<file path="src/rtl/jpeg_blk_sched_if.sv">
// jpeg_blk_sched_if: scheduler <-> requesters/datapath bundle; optional JPEG_BLK_SCHED_STATS_EN adds blk_cnt/stats_clr
interface jpeg_blk_sched_if #(parameter int NREQ = 3);
    logic [NREQ-1:0] req;
    logic [NREQ-1:0] gnt;
    logic            dp_valid;
    logic            dp_ready;
    logic [5:0]      coef_idx;
    logic            blk_first;
    logic            blk_last;
    logic            blk_done;
    logic            busy;
`ifdef JPEG_BLK_SCHED_STATS_EN
    logic [NREQ*16-1:0] blk_cnt;
    logic               stats_clr;
    modport master (input req, dp_ready, stats_clr,
                    output gnt, dp_valid, coef_idx, blk_first, blk_last, blk_done, busy, blk_cnt);
    modport slave  (output req, dp_ready, stats_clr,
                    input gnt, dp_valid, coef_idx, blk_first, blk_last, blk_done, busy, blk_cnt);
`else
    modport master (input req, dp_ready,
                    output gnt, dp_valid, coef_idx, blk_first, blk_last, blk_done, busy);
    modport slave  (output req, dp_ready,
                    input gnt, dp_valid, coef_idx, blk_first, blk_last, blk_done, busy);
`endif
endinterface

</file>
<file path="src/rtl/jpeg_blk_sched.sv">
// jpeg_blk_sched: round-robin block scheduler for a shared 8x8 quantize/encode datapath; JPEG_BLK_SCHED_STATS_EN adds per-requester block counters
module jpeg_blk_sched #(
    parameter int NREQ     = 3,
    parameter int PIPE_LAT = 4,
    parameter int COEF_N   = 64
) (
    input logic            clk,
    input logic            rst,
    jpeg_blk_sched_if.master bus
);
    localparam int PW = (NREQ > 1) ? $clog2(NREQ) : 1;
    typedef enum logic [1:0] {IDLE, GRANT, RUN, DRAIN} state_t;
    state_t        state;
    logic [PW-1:0] ptr;
    logic [PW-1:0] gidx;
    logic [PW-1:0] sel;
    logic          found;
    logic [3:0]    cnt;
    logic          xfer;
    logic          last;
    assign xfer     = bus.dp_valid && bus.dp_ready;
    assign last     = bus.coef_idx == 6'(COEF_N - 1);
    assign bus.busy = state != IDLE;
    // first requesting index at or after the pointer, wrapping
    always_comb begin
        found = 1'b0;
        sel   = '0;
        for (int k = 0; k < NREQ; k++)
            if (!found && bus.req[PW'((int'(ptr) + k) % NREQ)]) begin
                found = 1'b1;
                sel   = PW'((int'(ptr) + k) % NREQ);
            end
    end
    // block sequencer: arbitrate, setup, stream COEF_N beats, drain pipeline
    always_ff @(posedge clk or posedge rst) begin
        if (rst) begin
            state         <= IDLE;
            bus.gnt       <= '0;
            bus.dp_valid  <= 1'b0;
            bus.coef_idx  <= '0;
            bus.blk_first <= 1'b0;
            bus.blk_last  <= 1'b0;
            bus.blk_done  <= 1'b0;
            ptr           <= '0;
            gidx          <= '0;
            cnt           <= '0;
        end else begin
            case (state)
                IDLE: if (found) begin
                    bus.gnt <= NREQ'(1) << sel;
                    gidx    <= sel;
                    state   <= GRANT;
                end
                GRANT: begin
                    bus.dp_valid  <= 1'b1;
                    bus.blk_first <= 1'b1;
                    bus.blk_last  <= (COEF_N == 1);
                    state         <= RUN;
                end
                RUN: if (xfer) begin
                    bus.coef_idx  <= last ? 6'd0 : bus.coef_idx + 6'd1;
                    bus.blk_first <= 1'b0;
                    bus.blk_last  <= !last && bus.coef_idx == 6'(COEF_N - 2);
                    if (last) begin
                        bus.dp_valid <= 1'b0;
                        bus.blk_done <= (PIPE_LAT == 1);
                        cnt          <= 4'(PIPE_LAT - 1);
                        state        <= DRAIN;
                    end
                end
                DRAIN: if (cnt == 4'd0) begin
                    bus.blk_done <= 1'b0;
                    bus.gnt      <= '0;
                    ptr          <= (gidx == PW'(NREQ - 1)) ? '0 : gidx + 1'b1;
                    state        <= IDLE;
                end else begin
                    cnt          <= cnt - 4'd1;
                    bus.blk_done <= (cnt == 4'd1);
                end
                default: state <= IDLE;
            endcase
        end
    end
`ifdef JPEG_BLK_SCHED_STATS_EN
    // saturating per-requester completed-block counters; clear wins over increment
    always_ff @(posedge clk or posedge rst) begin
        if (rst) bus.blk_cnt <= '0;
        else
            for (int i = 0; i < NREQ; i++)
                if (bus.stats_clr) bus.blk_cnt[16*i +: 16] <= '0;
                else if (bus.blk_done && gidx == PW'(i) && bus.blk_cnt[16*i +: 16] != 16'hFFFF)
                    bus.blk_cnt[16*i +: 16] <= bus.blk_cnt[16*i +: 16] + 16'd1;
    end
`endif
endmodule
</file>
<file path="src/flat_wrapper.sv">
// flat-port wrapper written by rule: the top's interface ports become plain ports
module jpeg_blk_sched_flat 
#(
    parameter int NREQ     = 3,
    parameter int PIPE_LAT = 4,
    parameter int COEF_N   = 64
)
  (clk, rst, bus_req, bus_dp_ready, bus_gnt, bus_dp_valid, bus_coef_idx, bus_blk_first, bus_blk_last, bus_blk_done, bus_busy);
  jpeg_blk_sched_if #(.NREQ(NREQ)) bus_i ();
  input logic clk;
  input logic rst;
  input wire logic [$bits(bus_i.req)-1:0] bus_req;
  input wire logic [$bits(bus_i.dp_ready)-1:0] bus_dp_ready;
  output wire logic [$bits(bus_i.gnt)-1:0] bus_gnt;
  output wire logic [$bits(bus_i.dp_valid)-1:0] bus_dp_valid;
  output wire logic [$bits(bus_i.coef_idx)-1:0] bus_coef_idx;
  output wire logic [$bits(bus_i.blk_first)-1:0] bus_blk_first;
  output wire logic [$bits(bus_i.blk_last)-1:0] bus_blk_last;
  output wire logic [$bits(bus_i.blk_done)-1:0] bus_blk_done;
  output wire logic [$bits(bus_i.busy)-1:0] bus_busy;
  assign bus_i.req = bus_req;
  assign bus_i.dp_ready = bus_dp_ready;
  assign bus_gnt = bus_i.gnt;
  assign bus_dp_valid = bus_i.dp_valid;
  assign bus_coef_idx = bus_i.coef_idx;
  assign bus_blk_first = bus_i.blk_first;
  assign bus_blk_last = bus_i.blk_last;
  assign bus_blk_done = bus_i.blk_done;
  assign bus_busy = bus_i.busy;
  jpeg_blk_sched #(.NREQ(NREQ), .PIPE_LAT(PIPE_LAT), .COEF_N(COEF_N)) u_core (.clk(clk), .rst(rst), .bus(bus_i));
endmodule
</file>
<file path="config.mk">
export PLATFORM = sky130hd
export DESIGN_NAME = jpeg_blk_sched_flat
export DESIGN_NICKNAME = d
export VERILOG_FILES = /design/src/rtl/jpeg_blk_sched_if.sv /design/src/rtl/jpeg_blk_sched.sv /design/src/flat_wrapper.sv
export SDC_FILE = /design/constraint.sdc
export NUM_CORES = 1
export LEC_CHECK = 0
export CAP_MARGIN = 20
export CORE_MARGIN = 3
export CORE_UTILIZATION = 30
export DETAILED_ROUTE_END_ITERATION = 8
export MAX_ROUTING_LAYER = met4
export SLEW_MARGIN = 15
export SYNTH_ARGS = -nofsm -noshare
export SYNTH_HDL_FRONTEND = slang
export SYNTH_SLANG_ARGS = --single-unit
</file>
<file path="constraint.sdc">
create_clock -name clk -period 3.2 [get_ports clk]
set_input_delay 0.64 -clock clk [delete_from_list [all_inputs] [get_ports clk]]
set_output_delay 0.64 -clock clk [all_outputs]
set_load 0.005 [all_outputs]
</file>
## Word level (Yosys, flattened, before mapping)

Cells that the tools add are included.

- Register bits: 23
- Latch bits: 0
- RAM bits: 0
- Memory bits (read-only): 0
- Bits of input ports: 6
- Output and inout port bits: 14
- Word-level logic and storage cells: 94
- Memories: 0

- Add/sub/neg operators: 5
- Multiply operators: 0
- Divide/modulo/power cells: 3
- Order comparisons: 3
- Equality and inequality tests: 12
- Shifts and indexed selects: 1
- Multiplexer cells: 38
- Bitwise operators: 0
- Reductions and logical operators: 22

Operators by type and width:

| cell | count |
|---|---|
| modulo 32 x 3 -> 32 bit (second input constant) | 2 |
| modulo 3 x 3 -> 32 bit (second input constant) | 1 |
| 2-to-1 mux 2 bit | 8 |
| 2-to-1 mux 1 bit | 14 |
| equality test 6 bit (second input constant) | 2 |
| < comparator 2 x 4 -> 1 bit (second input constant) | 3 |
| 2-to-1 mux 4 bit | 3 |
| AND reduction 3 bit | 3 |
| inequality test 2 x 1 -> 1 bit (second input constant) | 4 |
| one-hot mux 1 bit (2 select lines) | 4 |
| one-hot mux 2 bit (4 select lines) | 1 |
| one-hot mux 4 bit (2 select lines) | 1 |
| AND reduction 2 bit | 4 |
| AND reduction 4 bit | 2 |
| nonzero test 2 bit | 4 |
| adder 6 x 1 -> 6 bit (second input constant) | 1 |
| binary-select mux 1 bit (select 2 bit) | 3 |
| equality test 2 bit (second input constant) | 3 |
| 2-to-1 mux 3 bit | 2 |
| 2-to-1 mux 6 bit | 1 |
| one-hot mux 3 bit (2 select lines) | 1 |
| equality test 4 x 1 -> 1 bit (second input constant) | 1 |
| logical AND 1 bit | 4 |
| logical NOT 4 bit | 1 |
| other kinds (9) | 11 |

## Longest topological paths before layout

Gate-level depths: netlist (run 1).

- Depth after elaboration: 14
- Gate-level depth with buffers: 7
- Mapped depth without buffers: 7

## Worst setup path before layout (run 1)

OpenSTA, ideal clock, no wires.

- Path kind: register to register
- Start: reg u_core.ptr[1]
- End: reg u_core.state[1]
- Setup time: 0.125 ns
- Arrival: 1.822 ns
- Required time: 3.075 ns
- Setup slack: 1.253 ns
- Stages on the path, launching flop included: 8
- Buffers on the path: 0
- Clock period less this slack: 1.947 ns
- Path through: dfrtp_1 inv_1 ha_1 a22o_1 a211oi_2 o21bai_2 o221a_4 mux2_4

- Cells in the longest elaborated chain, start to end: 13
- Elaborated cells between the ends (all ways): 23
- Classes of those cells: add/sub (2); div (3); eq/ne (1); mux (12); reduce/logical (5)

Ends and longest elaborated chain:

| element | RTL line | RTL |
|---|---|---|
| start: declaration | jpeg_blk_sched.sv:14 | `logic [PW-1:0] ptr;` |
| start signal: assignment | jpeg_blk_sched.sv:74 | `ptr <= (gidx == PW'(NREQ - 1)) ? '0 : gidx + 1'b1;` |
| parallel branches: the longest is 10 deep, another holds modulo 32 x 3 -> 32 bit | n/a |  |
| 2-to-1 mux 1 bit * | jpeg_blk_sched.sv:29 | `if (!found && bus.req[PW'((int'(ptr) + k) % NREQ)]) begin` |
| inequality test 2 x 1 -> 1 bit (no line) * | n/a |  |
| AND reduction 4 bit (no line) * | n/a |  |
| end signal: assignment | jpeg_blk_sched.sv:37 | `state <= IDLE;` |
| end signal: assignment | jpeg_blk_sched.sv:52 | `state <= GRANT;` |
| end signal: assignment | jpeg_blk_sched.sv:58 | `state <= RUN;` |
| end: declaration | jpeg_blk_sched.sv:13 | `state_t state;` |

Mark *: on every way between the ends. The select of a mux whose other input is x is not followed.
A chain may end at the register's enable or synchronous reset.

## Worst setup path after layout (run 1)

- Start: reg u_core.state[0]
- End: out bus_busy

- Cells in the longest elaborated chain, start to end: 1

Ends and longest elaborated chain:

| element | RTL line | RTL |
|---|---|---|
| nonzero test 2 bit | jpeg_blk_sched.sv:23 | `assign bus.busy = state != IDLE;` |
| end: declaration | flat_wrapper.sv:20 | `output wire logic [$bits(bus_i.busy)-1:0] bus_busy;` |

No other way between the ends.

==> metrics, run 1 <==
Critical Path Start=u_core.state[0]; Die Y=75.3 um; initial antenna violation count=0; Seq/Total Area, Yosys=40.0%; met2 WL post-DR=1600 um; # DRC=0; clock-pin slew on the worst setup and hold paths=0.09 ns; status=finished, final reports clean; DR vias/cell=5.29; number of synthesized flops with an enable pin=0; Tot GR Track Use=12.8%; Worst setup SP type=flip-flop; Final nets=190; syn nets=168; LEAKAGE=0.749 nW; Top Ports=20; min Tclk post-route=2.41 ns; share of synthesized registers carrying an async set or reset=100%; PwrDens=862 nW/um2; core area=4500 um2; Worst-Margin Slew=0.887 ns; CTS Sinks=23; pin count of the biggest net entering global routing=24; vias in the first global route=1,223; setup TNS=0 ns; DR top layer=met4; post-synth cell types=42; die area=5670 um2; # resized after CTS=0; Placement Rows=24; Placer Congestion=0.793; RSZ-0062 raised after global routing=no; R2R Setup Slk=1.03 ns; fmax=416 MHz; Die Wd=75.3 um; Detailed Route Iter0 Violations=47; placed cells=217; Worst R2R Start=u_core.state[0]; synthesized flop and latch total=23; drt total wl=3200 um; placed cell area=1690 um2; area of the multi-input gates=816 um2; first-pass GRT wire length=5460 um; Filler cells=454; share of layout cells above drive strength 1=8.28%; Seq. cell area=576 um2; Netlist Area Pre-Place=1440 um2; final number of setup-violating endpoints=0; H-tree depth=1; most common cell after layout, fill and taps aside=dfrtp_1; top cell type's share of synthesized area=40.0%; VDD IR max=0.000349 V; Yosys Warn Count=0; routed length on met1=1480 um; Post-CTS Setup Repair Bufs=0; Layout area overhead=20.4%; DR pass1 iterations=4; relative slew slack=40.8%; largest cells by area after synthesis=dfrtp_1, ha_1, nand2_1; max cap viols=0; most frequent cells in the layout=dfrtp_1, clkdlybuf4s50_1, nand2_1; WP data required=2.56 ns; routed len/inst=14.5 um; reg2reg end=u_core.cnt[2]; Num CTS Buffers=3; CP Max Fanout=7; Avg Cell Area, Syn=9.73 um2; total gr overflow=0; Initial Utilization=32.0%; WHS=0.478 ns; deepest clock path buffer count=2; Detailed Place HPWL=2380 um; vias after detailed routing=1,169; final hold violation count=0; WP data arrival=1.77 ns; met3 routed WL=97 um; ANT cells=0; Final Cell Area=1730 um2; Critical Path Sink=bus_busy; worst skew pair latency=0.26 ns; worst setup path class=flip-flop to output port; CTS tree=done; Max Transition Viols Final=0; cell taking the most area after synthesis=dfrtp_1; post-route ant nets=0; final instance count without filler cells=221; PortBufs=19; Final Skew=0.00608 ns; depth of the most critical reg-to-reg path=7; cts hold-fix bufs=0; endpoint class of the critical path=output port; Period Utilization, post-route=75.2%; path type of the worst min-delay path=flip-flop to flip-flop; Post-Syn Instances=148; clk root buf=clkbuf_8; top_reg_cell synth=dfrtp_1
[report_power, final]
part / internal [mW] / switching (mW) / total, mW / leakage [nW]
logic: 0.399 / 0.418 / 0.818 / 0.444
registers: 0.394 / 0.104 / 0.497 / 0.279
clock network: 0.0868 / 0.0927 / 0.179 / 0.0255
[worst min-delay path by stage]
stage                          end  cells after the start                start
2_1_floorplan        u_core.ptr[0]                      1       u_core.gidx[1]
3_3_place_gp         u_core.ptr[0]                      1       u_core.gidx[1]
3_5_place_dp   u_core.bus.blk_done                      2  u_core.bus.blk_done
4_1_cts        u_core.bus.blk_done                      2  u_core.bus.blk_done
5_1_grt              u_core.ptr[0]                      1       u_core.gidx[0]
6_report             u_core.ptr[0]                      1       u_core.gidx[0]
[synthesized netlist by cell type (2+ instances only)]
cell	number
dfrtp_1	23
nand2_1	17
ha_1	14
inv_1	11
nor2_1	11
o21ai_0	10
nand3_1	6
nand3b_1	4
and3_1	3
mux2i_1	3
nand2b_1	3
nor2b_1	3
o31ai_1	3
a21o_1	2
clkbuf_1	2
nor3_1	2
nor4_1	2
o2111ai_1	2
o2bb2ai_1	2
o32a_1	2
xnor2_1	2
[routing by layer]
layer / vias to the layer above / global-route usage (%)
met5: - / -
met4: 0 / 3.50
met3: 2 / 2.00
met2: 31 / 22.2
met1: 563 / 15.2
li1: 573 / -
[layout make-up]
| cell class | instances | area share (%) |
|---|---|---|
| clock inverter | 1 | 0.289 |
| inverter | 11 | 2.38 |
| sequential | 23 | 33.2 |
| timing repair buffer | 19 | 11.0 |
| clock buffer | 3 | 2.38 |
| tap | 52 | 3.75 |
| multi-input combinational | 112 | 47.0 |
[cells by family (layout without fill, tap and decap cells)]
kind of cell | after synthesis | count (layout) | synth area share [%]
muxes | 6 | 6 | 4.69
buffers and inverters | 13 | 34 | 3.39
adders and majority gates | 14 | 14 | 12.2
and+or+nand+nor | 56 | 56 | 20.0
xor gates and xnor gates | 2 | 2 | 1.22
AOI/OAI and AO/OA | 34 | 34 | 18.6
DFF | 23 | 23 | 40.0
[registers in the layout, indices dropped and copies added (netlist names)]
name,cells
u_core.state,2
u_core.bus.blk_last,1
u_core.cnt,4
u_core.bus.blk_first,1
u_core.bus.gnt,3
u_core.gidx,2
u_core.bus.blk_done,1
u_core.ptr,2
u_core.bus.coef_idx,6
u_core.bus.dp_valid,1
[through the flow]
stage	utilization, %	power [mW]	worst slack, ns
2_1_floorplan	-	1.05	1.25
3_3_place_gp	37.5	1.28	0.719
3_5_place_dp	37.5	1.32	0.645
4_1_cts	38.5	1.51	0.779
5_1_grt	38.5	1.64	0.632
6_report	38.5	1.49	0.795
[worst max-delay path, stage by stage (launching register included)]
cell             delay [ns]
dfrtp_1                0.41
inv_1                  0.10
ha_1                   0.24
inv_1                  0.19
clkdlybuf4s50_1        0.56
No activity file was read; power rests on OpenSTA's default activity.
==> inputs of run 2 (changes only) <==
Clock period 3.2 ns to 1.95 ns, I/O delays scaled along.
==> metrics, run 2 (synthesized netlist as in run 1, its figures left out) <==
status=finished with violations; failing checks=negative setup slack; path type of the worst min-delay path=primary input to asynchronous set/reset pin; final number of setup-violating endpoints=5 (+5); RSZ-0062 raised after global routing=yes; Placement Rows=24 (unchanged); Placer Congestion=0.812 (+2.4%); Tot GR Track Use=13.8% (+1.0 points); LEAKAGE=0.887 nW (+18%); clk root buf=clkbuf_8; WHS=0.463 ns (-0.0149 ns); CP Max Fanout=4 (-3); worst setup margin=-0.0851 ns (-0.880 ns); # DRC=0 (unchanged); WP data required=2.14 ns (-0.42 ns); most frequent cells in the layout=buf_4, dfrtp_1, clkdlybuf4s50_1; Top Registers=u_core.bus.coef_idx x6, u_core.cnt x4, u_core.bus.gnt x3; ANT cells=0 (unchanged); Top reg by flops=u_core.bus.coef_idx; endpoint class of the critical path=flip-flop; Final Skew=0.00340 ns (-0.00268 ns); Max Transition Viols Final=0 (unchanged); H-tree depth=1 (unchanged); deepest clock path buffer count=2 (unchanged); Detailed Route Iter0 Violations=25 (-47%); clock-pin slew on the worst setup and hold paths=0.08 ns (about the same); worst path cell trace=buf_4 -> ha_4 -> nor2b_2 -> o2111ai_2 -> nand3_2 -> or4b_1 -> o2bb2ai_1; CTS tree=done; DR vias/cell=5.16 (-2.5%); relative slew slack=78.1% (+37 points); vias in the first global route=1,337 (+9.3%); Worst setup SP type=flip-flop; Design Power=2.99 mW (+100%); final hold violation count=0 (unchanged); Top Ports=20 (unchanged); Die Y=75.3 um (unchanged); Die Wd=75.3 um (unchanged); Final Util=45.3% (+6.8 points); max reg flops=6 (unchanged); largest stage delay on the critical path=0.51 ns (-0.05 ns); post-route ant nets=0 (unchanged); min Tclk post-route=2.04 ns; area of the multi-input gates=940 um2 (+15%); CTS Sinks=23 (unchanged); core area=4500 um2 (unchanged); DR pass1 iterations=4 (unchanged); PortBufs=19 (unchanged); total gr overflow=0 (unchanged); setup TNS=-0.178 ns (-0.178 ns); share of layout cells above drive strength 1=27.6% (+19 points); CP max stage cell=or4b_1; max cap viols=0 (unchanged); Layout area overhead=41.6%; initial antenna violation count=0 (unchanged); Period Utilization, post-route=104%; worst setup path class=flip-flop to flip-flop; drt total wl=3400 um (+6.3%); Detailed Place HPWL=2360 um (-0.66%); die area=5670 um2 (unchanged); first-pass GRT wire length=5910 um (+8.2%); vias after detailed routing=1,259 (+7.7%); Worst-Margin Slew=0.324 ns (-0.563 ns); Initial Utilization=32.0% (unchanged); fmax=491 MHz; Final nets=213 (+12%); PwrDens=1470 nW/um2 (+70%); routed len/inst=13.9 um (-3.8%); worst skew pair latency=0.26 ns (about the same); VDD IR max=0.000573 V (+64%); pin count of the biggest net entering global routing=24 (unchanged); Num CTS Buffers=3 (unchanged); WP data arrival=2.23 ns (+0.46 ns); Filler cells=425 (-6.4%); Seq. cell area=577 um2 (+0.22%)
[run 2: changes by cell type in the layout (fill, tap and decap cells not counted), moves of 2 or more]
cell	before	now
inv_1	11	9
o2111ai_2	0	2
buf_4	0	22
clkdlybuf4s50_1	19	17
o2111ai_1	2	0
ha_4	0	4
ha_1	14	10
[run 2: where the power goes]
part	leakage, nW	internal (mW)	switching [mW]
combinational	0.584	1.01	0.866
clock	0.0255	0.142	0.154
sequential	0.278	0.647	0.164
total	0.887	1.80	1.18
[run 2: layout make-up]
class	count	share of cell area, %
inverter	11	2.15
sequential	23	28.3
tap	52	3.19
multi-input combinational	112	46.1
clock buffer	3	2.02
timing repair buffer	42	18.0
clock inverter	1	0.245
[run 2: worst paths after layout]
kind                       depth (start not counted)           start  slack, ns           endpoint
max in group asynchronous                          3             rst       1.24      u_core.ptr[0]
setup / recovery                                   7   u_core.ptr[1]      -0.09  u_core.bus.gnt[0]
hold / removal                                     3             rst       0.46      u_core.cnt[0]
setup reg to reg                                   7   u_core.ptr[1]      -0.09  u_core.bus.gnt[0]
hold reg to reg                                    1  u_core.gidx[1]       0.47      u_core.ptr[0]
min in group clk                                   1  u_core.gidx[1]       0.47      u_core.ptr[0]
[run 2: metrics by stage]
stage	cells	worst slack, ns	instance area [um2]
2_1_floorplan	148	0.00293	1440
3_3_place_gp	230	-0.286	1790
3_5_place_dp	230	-0.326	1790
4_1_cts	241	-0.0315	1970
5_1_grt	244	-0.139	2040
6_report	244	-0.0851	2040
[run 2: routing by layer]
metal	part of all wire [%]	vias up	GRT usage, %
li1	-	616	-
met1	45	615	17.0
met2	50	24	22.4
met3	3.4	4	2.54
met4	1.4	0	5.24
met5	0	-	-
[run 2: critical path, delay by kind of cell, from the launching register on]
kind	cells	cell delay (ns)
simple gates	3	0.80
fa+ha+maj	1	0.23
compound gates	2	0.36
buf+inv	1	0.16
flops	1	0.42
[run 2: timing repair]
item	4_1_cts	5_1_grt
buffers inserted	7	3
pin swaps	9	4
gates resized for setup	19	8
setup endpoints to repair	6	8
hold buffers	0	0
==> inputs of run 3 (changes only) <==
Settings changed: RECOVER_POWER set to 100.
Clock period 1.95 ns to 1.7 ns, I/O delays scaled along.
==> metrics, run 3 (synthesized netlist as in run 1, its figures left out) <==
status=finished with violations; failing checks=negative setup slack; Max Transition Viols Final=0 (unchanged); path type of the worst min-delay path=flip-flop to flip-flop; Period Utilization, post-route=120% (+16 points); min Tclk post-route=2.04 ns (+0.00427 ns); Filler cells=440 (+3.5%); total gr overflow=0 (unchanged); initial antenna violation count=0 (unchanged); setup TNS=-1.78 ns (-1.60 ns); Detailed Place HPWL=2640 um (+12%); most frequent cells in the layout=buf_4, dfrtp_1, nand2_1; Num CTS Buffers=3 (unchanged); relative slew slack=60.4% (-18 points); deepest clock path buffer count=2 (unchanged); vias in the first global route=1,383 (+3.4%); Layout area overhead=47.0%; clock-pin slew on the worst setup and hold paths=0.08 ns (about the same); Top reg by flops=u_core.bus.coef_idx; Worst setup SP type=flip-flop; worst setup margin=-0.339 ns (-0.254 ns); # DRC=0 (unchanged); LEAKAGE=0.944 nW (+6.4%); CP max stage cell=or4b_4; final number of setup-violating endpoints=8 (+3); share of layout cells above drive strength 1=32.7% (+5.1 points); pin count of the biggest net entering global routing=24 (unchanged); endpoint class of the critical path=flip-flop; WP data required=1.90 ns (-0.24 ns); Endpoint, Worst Hold=u_core.ptr[0]; Die Y=75.3 um (unchanged); max cap viols=0 (unchanged); largest stage delay on the critical path=0.49 ns (-0.02 ns); Detailed Route Iter0 Violations=38 (+52%); VDD IR max=0.000706 V (+23%); Die Wd=75.3 um (unchanged); first-pass GRT wire length=6140 um (+3.9%); ANT cells=0 (unchanged); Final nets=223 (+4.7%); WP data arrival=2.24 ns (about the same); Worst-Margin Slew=0.594 ns (+0.270 ns); Initial Utilization=32.0% (unchanged); CTS tree=done; Final Skew=0.00128 ns (-0.00212 ns); area of the multi-input gates=953 um2 (+1.5%); die area=5670 um2 (unchanged); Placement Rows=24 (unchanged); CP Max Fanout=5 (+1); DR vias/cell=5.12 (-0.81%); max reg flops=6 (unchanged); fmax=490 MHz (-0.21%); Worst R2R Start=u_core.ptr[0]; reg2reg end=u_core.bus.gnt[0]; Worst Hold Depth=1; R2R Setup Slk=-0.34 ns (-0.25 ns); Top Registers=u_core.bus.coef_idx x6, u_core.cnt x4, u_core.bus.gnt x3; PwrDens=1700 nW/um2 (+16%); CTS Sinks=23 (unchanged); Critical Path Start=u_core.ptr[0]; WHS=0.484 ns (+0.0209 ns); core area=4500 um2 (unchanged); post-route ant nets=0 (unchanged); Tot GR Track Use=14.0% (+0.16 points); Placer Congestion=0.825 (+1.6%); Top Ports=20 (unchanged); min-delay src=u_core.gidx[1]; H-tree depth=1 (unchanged); Seq. cell area=578 um2 (+0.22%); depth of the most critical reg-to-reg path=7 (unchanged); DR pass1 iterations=2 (-2); PortBufs=19 (unchanged); RSZ-0062 raised after global routing=yes; worst setup path class=flip-flop to flip-flop; clk root buf=clkbuf_8; worst skew pair latency=0.26 ns (about the same); cts hold-fix bufs=0 (unchanged); drt total wl=3500 um (+3.0%); final hold violation count=0 (unchanged); most common cell after layout, fill and taps aside=buf_4; vias after detailed routing=1,300 (+3.3%); routed len/inst=13.8 um (-1.1%); worst path cell trace=buf_4 -> ha_4 -> mux2i_4 -> o21ai_2 -> o21bai_4 -> or4b_4 -> o2bb2ai_2
-- run 3: cell types whose count changed in the layout (fill, tap and decap cells not counted), sizes merged --
cell           change
dlygate4sd3        +8
buf                +2
dlymetal6s2s       -1
dlygate4sd2        +1
clkdlybuf4s50      -8
clkbuf             +8
-- run 3: final cells by class --
| class | instances | share of cell area (%) |
|---|---|---|
| inverter | 11 | 2.07 |
| clock inverter | 1 | 0.236 |
| clock buffer | 3 | 1.95 |
| sequential | 23 | 27.3 |
| tap | 52 | 3.07 |
| multi-input combinational | 112 | 45.0 |
| timing repair buffer | 52 | 20.3 |
-- run 3: where the power goes --
group / internal (mW) / leakage, nW / switching [mW] / total, mW
clock network: 0.164 / 0.0255 / 0.182 / 0.345
logic: 1.28 / 0.642 / 1.05 / 2.33
registers: 0.745 / 0.276 / 0.172 / 0.917
-- run 3: how the worst max path moves through the flow --
stage,to,slack (ns),depth (start not counted)
finish,u_core.bus.gnt[0],-0.34,7
floorplan,u_core.state[1],-0.18,7
global placement,u_core.state[1],-0.45,6
global route,u_core.bus.gnt[0],-0.38,7
detailed placement,u_core.state[1],-0.50,6
CTS,u_core.bus.gnt[0],-0.31,7
-- run 3: layer usage --
metal / vias up / global-route usage [%] / part of all wire (%)
met5: - / - / 0
met4: 0 / 3.88 / 0.60
met3: 4 / 2.54 / 3.4
met2: 21 / 24.4 / 51
met1: 639 / 16.4 / 45
li1: 636 / - / -
-- run 3: what timing repair did --
item	CTS	global route
setup endpoints to repair	9	10
setup buffers	3	3
pin swaps	4	5
hold endpoints to repair	0	0
resized for setup	6	15
-- run 3: worst max-delay path: cells and delay by family (launching register included) --
| kind | cells | cell delay (ns) |
|---|---|---|
| DFF | 1 | 0.45 |
| and+or+nand+nor | 1 | 0.49 |
| muxes | 1 | 0.19 |
| adders and majority gates | 1 | 0.17 |
| AOI/OAI and AO/OA | 3 | 0.53 |
| buffers and inverters | 1 | 0.15 |
-- run 3: stage by stage --
stage	power, mW	worst slack (ns)	cell area, um2	utilization, %	cells
floorplan	2.14	-0.181	1530	-	148
global placement	3.00	-0.451	1990	44.1	244
detailed placement	3.07	-0.500	1990	44.1	244
CTS	3.50	-0.306	2070	46.0	251
global route	3.90	-0.382	2120	47.0	254
finish	3.59	-0.339	2120	47.0	254
